## config.mk

```make
export PLATFORM = sky130hd
export DESIGN_NAME = multi_zone_lamp_ctrl
export DESIGN_NICKNAME = d
export VERILOG_FILES = /design/src/rtl/home_auto_pkg.sv /design/src/rtl/lamp_zone_ctrl.sv /design/src/rtl/multi_zone_lamp_ctrl.sv
export SDC_FILE = /design/constraint.sdc
export NUM_CORES = 1
export LEC_CHECK = 0
export CORE_ASPECT_RATIO = 2
export CORE_MARGIN = 10
export CORE_UTILIZATION = 45
export CTS_CLUSTER_DIAMETER = 30
export DETAILED_ROUTE_END_ITERATION = 16
export HOLD_SLACK_MARGIN = 0.05
export PLACE_DENSITY = 0.67
export SLEW_MARGIN = 40
export SYNTH_ARGS = -nofsm -noshare
export SYNTH_HDL_FRONTEND = slang
export SYNTH_HIERARCHICAL = 1
export SYNTH_SLANG_ARGS = --single-unit
```

## constraint.sdc

```tcl
create_clock -name clk -period 3.05 [get_ports clk]
set_input_delay 0.61 -clock clk [delete_from_list [all_inputs] [get_ports clk]]
set_output_delay 0.61 -clock clk [all_outputs]
set_load 0.1 [all_outputs]
```

## src/rtl/home_auto_pkg.sv

```systemverilog
// Shared types and helpers for the home-automation lamp controllers.
package home_auto_pkg;

  typedef enum logic [1:0] {
    ZS_OFF  = 2'd0,
    ZS_ON   = 2'd1,
    ZS_HOLD = 2'd2
  } zone_state_t;

  localparam int unsigned BLUE   = 0;
  localparam int unsigned RED    = 1;
  localparam int unsigned GREEN  = 2;
  localparam int unsigned YELLOW = 3;
  localparam int unsigned WHITE  = 4;

  // Widest one-hot lamp the helper can produce; callers slice down to their width.
  localparam int unsigned MAX_COLORS = 32;

  function automatic logic [MAX_COLORS-1:0] color_onehot(input int unsigned code,
                                                         input int unsigned num_colors);
    color_onehot = '0;
    if (code < num_colors && code < MAX_COLORS) begin
      color_onehot = MAX_COLORS'(1) << code;
    end
  endfunction

endpackage

```

## src/rtl/lamp_zone_ctrl.sv

```systemverilog
// One lamp zone: OFF/ON/HOLD occupancy FSM with hold timer and registered lamp/active.
module lamp_zone_ctrl
  import home_auto_pkg::*;
#(
  parameter int unsigned NUM_COLORS  = 5,
  parameter int unsigned SEL_W       = 3,
  parameter int unsigned HOLD_CYCLES = 1000
) (
  input  logic                  clk,
  input  logic                  rst,
  input  logic                  dark,
  input  logic                  motion,
  input  logic [SEL_W-1:0]      color_select,
  output logic [NUM_COLORS-1:0] lamp,
  output logic                  active
);

  localparam int unsigned TIMER_W = $clog2(HOLD_CYCLES + 1);
  localparam logic [TIMER_W-1:0] HOLD_LOAD = TIMER_W'(HOLD_CYCLES - 1);

  zone_state_t             state_q, state_d;
  logic [TIMER_W-1:0]      timer_q, timer_d;
  logic [NUM_COLORS-1:0]   lamp_d;
  logic                    active_d;
  logic [MAX_COLORS-1:0]   onehot_full;

  always_comb begin
    state_d = state_q;
    timer_d = timer_q;
    unique case (state_q)
      ZS_OFF: begin
        if (dark && motion) state_d = ZS_ON;
      end
      ZS_ON: begin
        if (!dark) begin
          state_d = ZS_OFF;
        end else if (!motion) begin
          state_d = ZS_HOLD;
          timer_d = HOLD_LOAD;
        end
      end
      ZS_HOLD: begin
        // Darkness loss beats retrigger; retrigger beats expiry.
        if (!dark) begin
          state_d = ZS_OFF;
        end else if (motion) begin
          state_d = ZS_ON;
        end else if (timer_q == '0) begin
          state_d = ZS_OFF;
        end else begin
          timer_d = timer_q - TIMER_W'(1);
        end
      end
      default: state_d = ZS_OFF;
    endcase
  end

  // Colour is taken live each cycle rather than latched at turn-on.
  always_comb begin
    onehot_full = color_onehot(32'(color_select), NUM_COLORS);
    active_d    = (state_d != ZS_OFF);
    lamp_d      = active_d ? onehot_full[NUM_COLORS-1:0] : '0;
  end

  always_ff @(posedge clk) begin
    if (rst) begin
      state_q <= ZS_OFF;
      timer_q <= '0;
      lamp    <= '0;
      active  <= 1'b0;
    end else begin
      state_q <= state_d;
      timer_q <= timer_d;
      lamp    <= lamp_d;
      active  <= active_d;
    end
  end

endmodule

```

## src/rtl/multi_zone_lamp_ctrl.sv

```systemverilog
// Multi-zone lamp controller: one independent lamp_zone_ctrl per zone, sharing only dark.
module multi_zone_lamp_ctrl
  import home_auto_pkg::*;
#(
  parameter int unsigned NUM_ZONES   = 4,
  parameter int unsigned NUM_COLORS  = 5,
  parameter int unsigned SEL_W       = 3,
  parameter int unsigned HOLD_CYCLES = 1000
) (
  input  logic                            clk,
  input  logic                            rst,
  input  logic                            dark,
  input  logic [NUM_ZONES-1:0]            motion,
  input  logic [NUM_ZONES*SEL_W-1:0]      color_select,
  output logic [NUM_ZONES*NUM_COLORS-1:0] lamp,
  output logic [NUM_ZONES-1:0]            active
);

  for (genvar z = 0; z < NUM_ZONES; z++) begin : g_zone
    lamp_zone_ctrl #(
      .NUM_COLORS  (NUM_COLORS),
      .SEL_W       (SEL_W),
      .HOLD_CYCLES (HOLD_CYCLES)
    ) u_zone (
      .clk          (clk),
      .rst          (rst),
      .dark         (dark),
      .motion       (motion[z]),
      .color_select (color_select[z*SEL_W +: SEL_W]),
      .lamp         (lamp[z*NUM_COLORS +: NUM_COLORS]),
      .active       (active[z])
    );
  end

endmodule

```

# --- Word-level counts from Yosys, hierarchy flattened ---
# Cells that the tools add are included.
totals:
  regBits: 72
  out_inout_bits: 24
op_classes:
  add_sub_neg: 4
  n_lt_le_gt_ge: 4
  eq_ne: 28
  n_shift: 4
  muxes: 52
  bitwise: 8
  reduce_logical: 28
ops:
  columns: ["operator", "count"]
  rows:
  - ["$mux W10", 20]
  - ["$pmux W10 S2", 4]
  - ["$mux W2", 24]
  - ["$logic_not A10 Y1", 4]
  - ["$ne A2 B2 Y1 const B", 20]
  - ["$sub A10 B1 Y10 const B", 4]
  - ["$pmux W2 S3", 4]
  - ["$reduce_and A6 Y1", 4]
  - ["$shl A1 B3 Y5 const A", 4]
  - ["$reduce_bool A2 Y1", 8]
  - ["$lt A3 B3 Y1 const B", 4]
  - ["$reduce_or A3 Y1", 4]
  - ["$eq A2 B1 Y1 const B", 4]
  - ["$eq A2 B2 Y1 const B", 4]
  - ["$logic_not A2 Y1", 4]
  - ["$not A1 Y1", 8]
  - ["$logic_and A1 B1 Y1", 4]

# --- Longest topological paths before layout ---
# Gate-level depths: netlist (run 1).
depth:
  word_depth: 8
  depth_mapped: 6

# --- Hierarchy ---
# Netlist (run 1), hierarchy kept.
modules_own_cells:
  columns: ["module", "n_inst", "cells_per_inst", "area_per_inst_um2", "seq_area_each_um2"]
  rows:
  - ["lamp_zone_ctrl", 4, 93, 857.1, 360.3]

# --- Worst setup path before layout (run 1) ---
# OpenSTA, ideal clock, no wires.
synth_timing:
  kind: "input -> register"
  start: "input motion[0]"
  end: "register g_zone[0].u_zone.timer_q[4]"
  setup_time_ns: 0.070
  arrival_ns: 1.672
  required_time_ns: 2.980
  setup_slack_ns: 1.308
  path_stages: 5
  path_buffers: 1
  path_cell_list: "nand4bb_1 -> buf_2 -> nand4_1 -> or4b_1 -> a21oi_1"
synth_between:
  elab_chain_cells: 2
  word_cells_on_any_way: 3
  classes_between: "eq/ne: 2; reduce/logical: 1"
synth_lines:
  columns: ["item", "line", "text"]
  rows:
  - ["start: declaration", "multi_zone_lamp_ctrl.sv:13", "input logic [NUM_ZONES-1:0] motion,"]
  - ["$ne A2 B2 Y1 (no source line)", null, null]
  - ["$reduce_and A6 Y1 (no source line) *", null, null]
  - ["end signal: assignment", "lamp_zone_ctrl.sv:73", "timer_q <= timer_d;"]
  - ["end: declaration", "lamp_zone_ctrl.sv:22", "logic [TIMER_W-1:0] timer_q, timer_d;"]
# Every way passes the cells marked *; elsewhere a longest branch is shown, timed or not.
# A chain may end at the register's enable or synchronous reset.

# --- Worst setup path in the final report (run 1) ---
layout_timing:
  start: "input dark"
  end: "register g_zone[2].u_zone.timer_q[9]"
layout_between:
  elab_chain_cells: 2
  word_cells_on_any_way: 3
  classes_between: "eq/ne: 2; reduce/logical: 1"
layout_lines:
  columns: ["item", "line", "text"]
  rows:
  - ["start: declaration", "multi_zone_lamp_ctrl.sv:12", "input logic dark,"]
  - ["$ne A2 B2 Y1 (no source line)", null, null]
  - ["$reduce_and A6 Y1 (no source line) *", null, null]
  - ["end signal: assignment", "lamp_zone_ctrl.sv:73", null]
  - ["end: declaration", "lamp_zone_ctrl.sv:22", null]
# Marks and branches as above.

==> metrics, run 1 <==
initial antenna violation count 0; synthesized instance count about 370; Syn-to-layout area delta 24.1%; number of vias per cell 5.84; outcome complete, no violations; EDFF count, synth 0; Post-Place Worst Slack about 640 ps; pwr/cell area 529 nW/um^2; first-pass GRT wire length 13.3 mm; flops & latches, synth between 70 and 80; Rows 45; most frequent cells in the layout 72 x dfxtp_1, 33 x buf_4, 28 x nand2_1; clk_lat worst skew 340 ps; highest clock rate 0.480 GHz; largest net degree at the start of global routing 43; register area share after synthesis between 40% and 50%; Syn Nets 395; hold_ws 544 ps; max cap viols 0; commonest non-fill, non-tap cell in the layout dfxtp_1; routed via count just over 3000; RSZ-0062 raised after global routing no; dpl cell area just under 4000 sq um; CTS tree built; VDD IR max approximately 0.35 mV; post-CTS setup buffer count 0; Post-synth top flop dfxtp_1; Hold Fails Final Rpt 0; Pre-antenna DRT Iters 4; Overflow after GRT 0; hpwl dp ~5.8 mm; final setup vio count 0; Iter 0 DRT Violations 202; Worst Max-Slew Pin Slew 544 ps; initial core utilization 45.8%; arrival time worst endpoint 2340 ps; Hold Buf Count CTS 0; Netlist cell types 36; minimum clock period 2080 ps; gr usage total 14.0%; Cell Area, Synth approximately 3400 sq um; Top Ports 43; CTS clk-pin slew, worst paths 60 ps; critical path class input pin to register; Worst setup EP type register; Core Region between 7000 and 8000 sq um; Async SR Flop Fraction 0%; fin util 56.8%; Syn. warnings 6; TritonCTS buffer count 9; Routed WL 7.83 mm; Clock Path Buffers 2; die width 81.7 um; static leakage ~1.6 nW; Critical Path Fanout Max 16; relative slew slack 62.8%; crit path launch type input pin; fin crit share 68.3%; TNS Setup 0 ps; design area 4250 sq um; vias in the first global route about 2900; Hold WC Path Type register to register; syn avg cell area 9.22 sq um; root buffer cell clkbuf_16; final net count 450; post-CTS sizing 0; detailed-route wire length per cell 14.9 um; Final Skew 4.34 ps; Fill cells around 680; chip height 143 um; DRT antenna net count 0; max-slew violations 0; Final Worst Setup Slack 966 ps; Remaining DRCs 0; H-tree Lvls 3; ant diodes 0; WP data required 3310 ps; full die area 11700 sq um; share of layout cells above drive strength 1 roughly 14%; Sinks on Clock Net 72; Buffers on Ports 42; RePlAce Congestion 0.819
[where the power goes]
group,total (mW),internal (mW),switching (mW)
Sequential,0.982,0.960,0.0227
Clock,1.03,0.579,0.447
Combinational,0.241,0.0922,0.149
[flip-flops by register name, indices dropped and copies added, names as in the netlist]
signal	flops
g_zone.u_zone/active	4
g_zone.u_zone/state_q	8
g_zone.u_zone/lamp	20
g_zone.u_zone/timer_q	40
[stage by stage]
stage          power, mW  std cells
6_report            2.25        526
5_1_grt             2.35        526
4_1_cts             2.28        526
3_5_place_dp        1.24        510
3_3_place_gp        1.24        510
2_1_floorplan       1.16        372
[cells in the mapped netlist (8+ instances only)]
master / number / share of area [%]
nand2_1: 28 / 3.1
a311oi_1: 8 / 2.0
a31oi_1: 16 / 2.9
or4b_1: 8 / 2.3
nor4_1: 8 / 1.5
a211oi_1: 8 / 1.8
nand4_1: 8 / 1.5
nand2b_1: 16 / 2.9
xnor2_1: 8 / 2.0
dfxtp_1: 72 / 42
nor4b_1: 20 / 5.1
nor3_1: 20 / 2.9
a21oi_1: 16 / 2.3
o31ai_1: 8 / 1.8
nor2_1: 24 / 2.6
inv_1: 24 / 2.6
[per-layer routing]
layer	wire length, um	GRT usage (%)
met2	3700	21.4
met1	3400	16.4
met4	141	5.86
met3	590	6.13
met5	0	0
[cell families after synthesis]
kind of cell | synth area share, %
flip-flops | 42.0
buffers and inverters | 3.65
multiplexers | 1.31
AND/OR/NAND/NOR | 34.2
XOR/XNOR | 3.07
AO/OA/AOI/OAI | 14.3
adder cells (fa/ha/maj) | 1.46
[final cells by class]
cell class | instances | area, sq um | area share (%)
Clock inverter | 7 | 68.8 | 1.62
Tap cell | 94 | 118 | 2.77
Inverter | 24 | 90.1 | 2.12
Multi-Input combinational cell | 268 | 1860 | 43.8
Timing Repair Buffer | 52 | 448 | 10.5
Clock buffer | 9 | 225 | 5.30
Sequential cell | 72 | 1440 | 33.9
[worst paths after layout]
check / slack (ps) / from / to / cells after the start
worst max-delay path: 970 / dark / g_zone[2].u_zone/timer_q[9] / 6
worst min-delay path: 540 / g_zone[3].u_zone/timer_q[9] / g_zone[3].u_zone/timer_q[9] / 2
worst max register to register: 1120 / g_zone[0].u_zone/timer_q[2] / g_zone[0].u_zone/lamp[2] / 4
worst min register to register: 540 / g_zone[3].u_zone/timer_q[9] / g_zone[3].u_zone/timer_q[9] / 2
[worst max-delay path, cell delays in order]
cell and delay (ps):
clkdlybuf4s50_1 450, buf_4 190, nor2b_1 210, nand2_1 130
or4b_1 540, a31oi_1 200
(Power assumes the default switching activity.)
==> inputs of run 2 (changes only) <==
--- a/config.mk
+++ b/config.mk
@@ -11,7 +11,7 @@
 export CTS_CLUSTER_DIAMETER = 30
 export DETAILED_ROUTE_END_ITERATION = 16
 export HOLD_SLACK_MARGIN = 0.05
-export PLACE_DENSITY = 0.67
+export PLACE_DENSITY = 0.69
 export SLEW_MARGIN = 40
 export SYNTH_ARGS = -nofsm -noshare
 export SYNTH_HDL_FRONTEND = slang
==> constraint.sdc (replaced) <==
create_clock -name clk -period 1.9 [get_ports clk]
set_input_delay 0.38 -clock clk [delete_from_list [all_inputs] [get_ports clk]]
set_output_delay 0.38 -clock clk [all_outputs]
set_load 0.1 [all_outputs]
==> metrics, run 2 (synthesis results as in run 1) <==
first-pass GRT wire length 14.9 mm; die width 81.7 um; VDD IR max between 0.7 and 0.8 mV; Hold WC Path Type register to register; Iter 0 DRT Violations about 240; TritonCTS buffer count 9; arrival time worst endpoint 2010 ps; Overflow after GRT 0; Worst Max-Slew Pin Slew roughly 540 ps; static leakage 1.92 nW; Register Area approximately 1400 sq um; vias in the first global route 3206; final net count just over 500; max cap viols 0; max-slew violations 0; initial antenna violation count 0; Remaining DRCs 0; crit-path leading delay family buffers and inverters; clk_lat worst skew 330 ps; Largest register FFs 40; fin cells 589; crit path launch type input pin; post-CTS setup buffer count 0; fin crit share 94.7%; Multi-input gate area 1870 sq um; Buffers on Ports 42; gr usage total ~16%; commonest non-fill, non-tap cell in the layout buf_4; Routed WL 8.73 mm; CTS clk-pin slew, worst paths 60 ps; Sinks on Clock Net 72; Hold Fails Final Rpt 0; Final Skew 4.00 ps; Placed Instances 573; ant diodes 0; design area 4780 sq um; most frequent cells in the layout 97 x buf_4, 72 x dfxtp_1, 28 x nand2_1; Top Ports 43; RePlAce Congestion 0.872; Pre-antenna DRT Iters 4; Core Region 7490 sq um; share of layout cells above drive strength 1 25.7%; critical-path cell list clkdlybuf4s50_1 -> buf_4 -> nand2b_1 -> buf_4 -> nor3_1 -> a21oi_1 -> buf_4 -> nor4b_1; chip height 143 um; Critical Path Fanout Max 8; Clock Path Buffers 2; critical path class input pin to register; Worst setup EP type register; Final Worst Setup Slack 101 ps; most frequent CP cell buf_4; Rows 45; Post-Place Worst Slack -228 ps; detailed-route wire length per cell 14.8 um; Syn-to-layout area delta 39.5%; DRT antenna net count 0; root buffer cell clkbuf_16; full die area 11700 sq um; routed via count about 3300; Largest regs g_zone.u_zone/timer_q: 40 flops, g_zone.u_zone/lamp: 20 flops, g_zone.u_zone/state_q: 8 flops; number of vias per cell 5.53; initial core utilization between 40 and 50%; Worst path slowest cell clkdlybuf4s50_1; CTS tree built; dpl cell area 4420 sq um; outcome complete, no violations; Fill cells roughly 610; WP data required roughly 2100 ps; fin util ~64%; highest clock rate between 0.5 and 0.6 GHz; minimum clock period 1800 ps; max incr delay on CP 480 ps; Buf+Inv Stages, Crit Path 4; hpwl dp 6.44 mm; pwr/cell area about 850 nW/um^2; largest net degree at the start of global routing 14; relative slew slack 63.1%; H-tree Lvls 3; largest reg by FF count g_zone.u_zone/timer_q; final setup vio count 0
run 2: changes by cell type in the layout (fill, tap and decap cells not counted), sizes merged:
cell      previous run  this run
clkinvlp             0         1
inv                 31        25
clkinv               0         1
clkbuf               9        10
bufinv               0         3
buf                 34        97
run 2: layer usage:
layer | GRT usage (%) | wire length [um] | vias up | share of wire [%]
met2 | 25.1 | 4270 | 59 | 49
li1 | - | - | 1649 | -
met4 | 5.14 | 110 | 0 | 1.3
met3 | 5.07 | 507 | 6 | 5.8
met1 | 19.3 | 3840 | 1543 | 44
met5 | 0 | 0 | - | 0
run 2: worst min-delay path: stages, from the launching register on:
cell and delay, ps:
dfxtp_1 300, inv_1 70, a21oi_1 60
run 2: what timing repair did:
item                       in CTS  in global routing
setup endpoints to repair       0                  2
hold buffers                    0                  0
gates resized for setup         0                  2
run 2: worst paths after layout:
| check | from | to | slack (ps) | cells past startpoint |
|---|---|---|---|---|
| worst min-delay path | g_zone[2].u_zone/timer_q[0] | g_zone[2].u_zone/timer_q[0] | 480 | 2 |
| worst max register to register | g_zone[0].u_zone/timer_q[2] | g_zone[0].u_zone/timer_q[8] | 120 | 5 |
| worst min register to register | g_zone[2].u_zone/timer_q[0] | g_zone[2].u_zone/timer_q[0] | 480 | 2 |
| worst max-delay path | dark | g_zone[0].u_zone/lamp[2] | 100 | 8 |
run 2: layout make-up:
type                       instances  area share [%]
timing repair buffer             115            19.0
multi-input combinational        268            39.1
clock buffer                      10            5.00
tap                               94            2.46
sequential                        72            30.1
inverter                          24            1.88
clock inverter                     6            2.41
run 2: power breakdown:
group	internal, mW	switching, mW
clock network	1.32	0.648
registers	1.54	0.0325
logic	0.230	0.274
total	3.10	0.954
run 2: per-stage QoR:
| stage | power, mW | TNS, ps | hold slack [ps] |
|---|---|---|---|
| 3_5_place_dp | 2.10 | -5890 | 476 |
| 5_1_grt | 4.20 | -7.44 | 521 |
| 2_1_floorplan | 1.86 | 0 | 456 |
| 6_report | 4.05 | 0 | 476 |
| 4_1_cts | 4.08 | 0 | 483 |
| 3_3_place_gp | 2.09 | -5050 | 459 |
==> inputs of run 3 (changes only) <==
--- a/config.mk
+++ b/config.mk
@@ -6,12 +6,12 @@
 export NUM_CORES = 1
 export LEC_CHECK = 0
 export CORE_ASPECT_RATIO = 2
-export CORE_MARGIN = 10
 export CORE_UTILIZATION = 45
 export CTS_CLUSTER_DIAMETER = 30
 export DETAILED_ROUTE_END_ITERATION = 16
 export HOLD_SLACK_MARGIN = 0.05
 export PLACE_DENSITY = 0.69
+export SKIP_CTS_REPAIR_TIMING = 1
 export SLEW_MARGIN = 40
 export SYNTH_ARGS = -nofsm -noshare
 export SYNTH_HDL_FRONTEND = slang
==> metrics, run 3 (synthesis results as in run 1) <==
outcome complete, no violations; fin crit share around 95%; most frequent cells in the layout 89 x buf_4, 72 x dfxtp_1, 28 x nand2_1; Clock Path Buffers 2; Remaining DRCs 0; Critical Path Fanout Max 6; detailed-route wire length per cell 15.2 um; Worst Max-Slew Pin Slew 485 ps; routed via count about 3300; DRT antenna net count 0; Post-Place Worst Slack -319 ps; largest net degree at the start of global routing 17; arrival time worst endpoint around 2000 ps; gr usage total 23.4%; vias in the first global route 3206; critical path class register to register; Core Region 7320 sq um; chip height between 100 and 150 um; design area 4730 sq um; Multi-input gate area between 1500 and 2000 sq um; TritonCTS buffer count 9; largest reg by FF count g_zone.u_zone/timer_q; final net count 506; VDD IR max roughly 0.51 mV; H-tree Lvls 3; pwr/cell area 834 nW/um^2; Iter 0 DRT Violations 255; Worst setup EP type register; Placed Instances 564; Syn-to-layout area delta 38.1%; fin util 64.7%; fin cells 580; RePlAce Congestion about 0.85; Largest regs g_zone.u_zone/timer_q: 40 flops, g_zone.u_zone/lamp: 20 flops, g_zone.u_zone/state_q: 8 flops; initial core utilization 46.8%; root buffer cell clkbuf_16; commonest non-fill, non-tap cell in the layout buf_4; die width between 60 and 70 um; crit path launch type register; minimum clock period 1800 ps; Top Ports between 40 and 50; final setup vio count 0; hpwl dp between 6 and 7 mm; Fill cells 620; Register Area around 1400 sq um; Buffers on Ports 42; Pre-antenna DRT Iters 4; max cap viols 0; Final Worst Setup Slack 95.3 ps; initial antenna violation count 0; CTS clk-pin slew, worst paths 60 ps; number of vias per cell 5.69; Routed WL 8.84 mm; Final Skew 7.26 ps; Hold WC Path Type register to register; dpl cell area 4380 sq um; Largest register FFs 40; highest clock rate 0.554 GHz; hold_ws between 400 and 500 ps; Sinks on Clock Net 72; CTS tree built; Hold Fails Final Rpt 0; max-slew violations 0; full die area approximately 8000 sq um; Overflow after GRT 0; ant diodes 0; first-pass GRT wire length between 10 and 15 mm; clk_lat worst skew around 340 ps; Rows 44; share of layout cells above drive strength 1 24.4%; relative slew slack 66.8%; static leakage 1.90 nW; WP data required 2120 ps; RSZ-0062 raised after global routing yes
==> run 3: final cells by class <==
class,instances,area share [%]
Clock inverter,2,1.27
Clock buffer,14,5.79
Sequential cell,72,30.4
Multi-Input combinational cell,268,39.8
Tap cell,92,2.43
Inverter,24,1.90
Timing Repair Buffer,108,18.3
==> run 3: per-stage QoR <==
stage	TNS, ps	total power, mW
2_1_floorplan	0	1.86
4_1_cts	0	3.98
3_5_place_dp	-7810	2.10
3_3_place_gp	-6240	2.09
6_report	0	3.95
5_1_grt	-26.7	4.10
==> run 3: report_power, final <==
group,switching [mW],total [mW],internal [mW],leakage [nW]
logic,0.277,0.504,0.227,1.15
clock network,0.612,1.87,1.26,0.163
registers,0.0333,1.58,1.54,0.583
total,0.922,3.95,3.03,1.90
==> run 3: final timing paths <==
check	from	end	slack, ps	cells after the start
hold / removal	g_zone[1].u_zone/timer_q[0]	g_zone[1].u_zone/timer_q[0]	480	2
setup reg to reg	g_zone[3].u_zone/timer_q[2]	g_zone[3].u_zone/timer_q[7]	100	6
setup / recovery	g_zone[3].u_zone/timer_q[2]	g_zone[3].u_zone/timer_q[7]	100	6
hold reg to reg	g_zone[1].u_zone/timer_q[0]	g_zone[1].u_zone/timer_q[0]	480	2
==> run 3: per-layer routing <==
layer | vias to the layer above | share of wire (%) | global-route usage [%]
met5 | - | 0 | 0
met4 | 0 | 2.8 | 11.8
met3 | 18 | 3.8 | 6.84
met2 | 69 | 54 | 42.4
met1 | 1577 | 39 | 23.5
li1 | 1637 | - | -
==> run 3: worst max-delay path, cell delays in order (launching register included) <==
cell,delay [ps]
dfxtp_1,360
nor4_4,470
nand4_1,240
buf_4,200
buf_4,140
a311oi_1,210
nor3_1,80
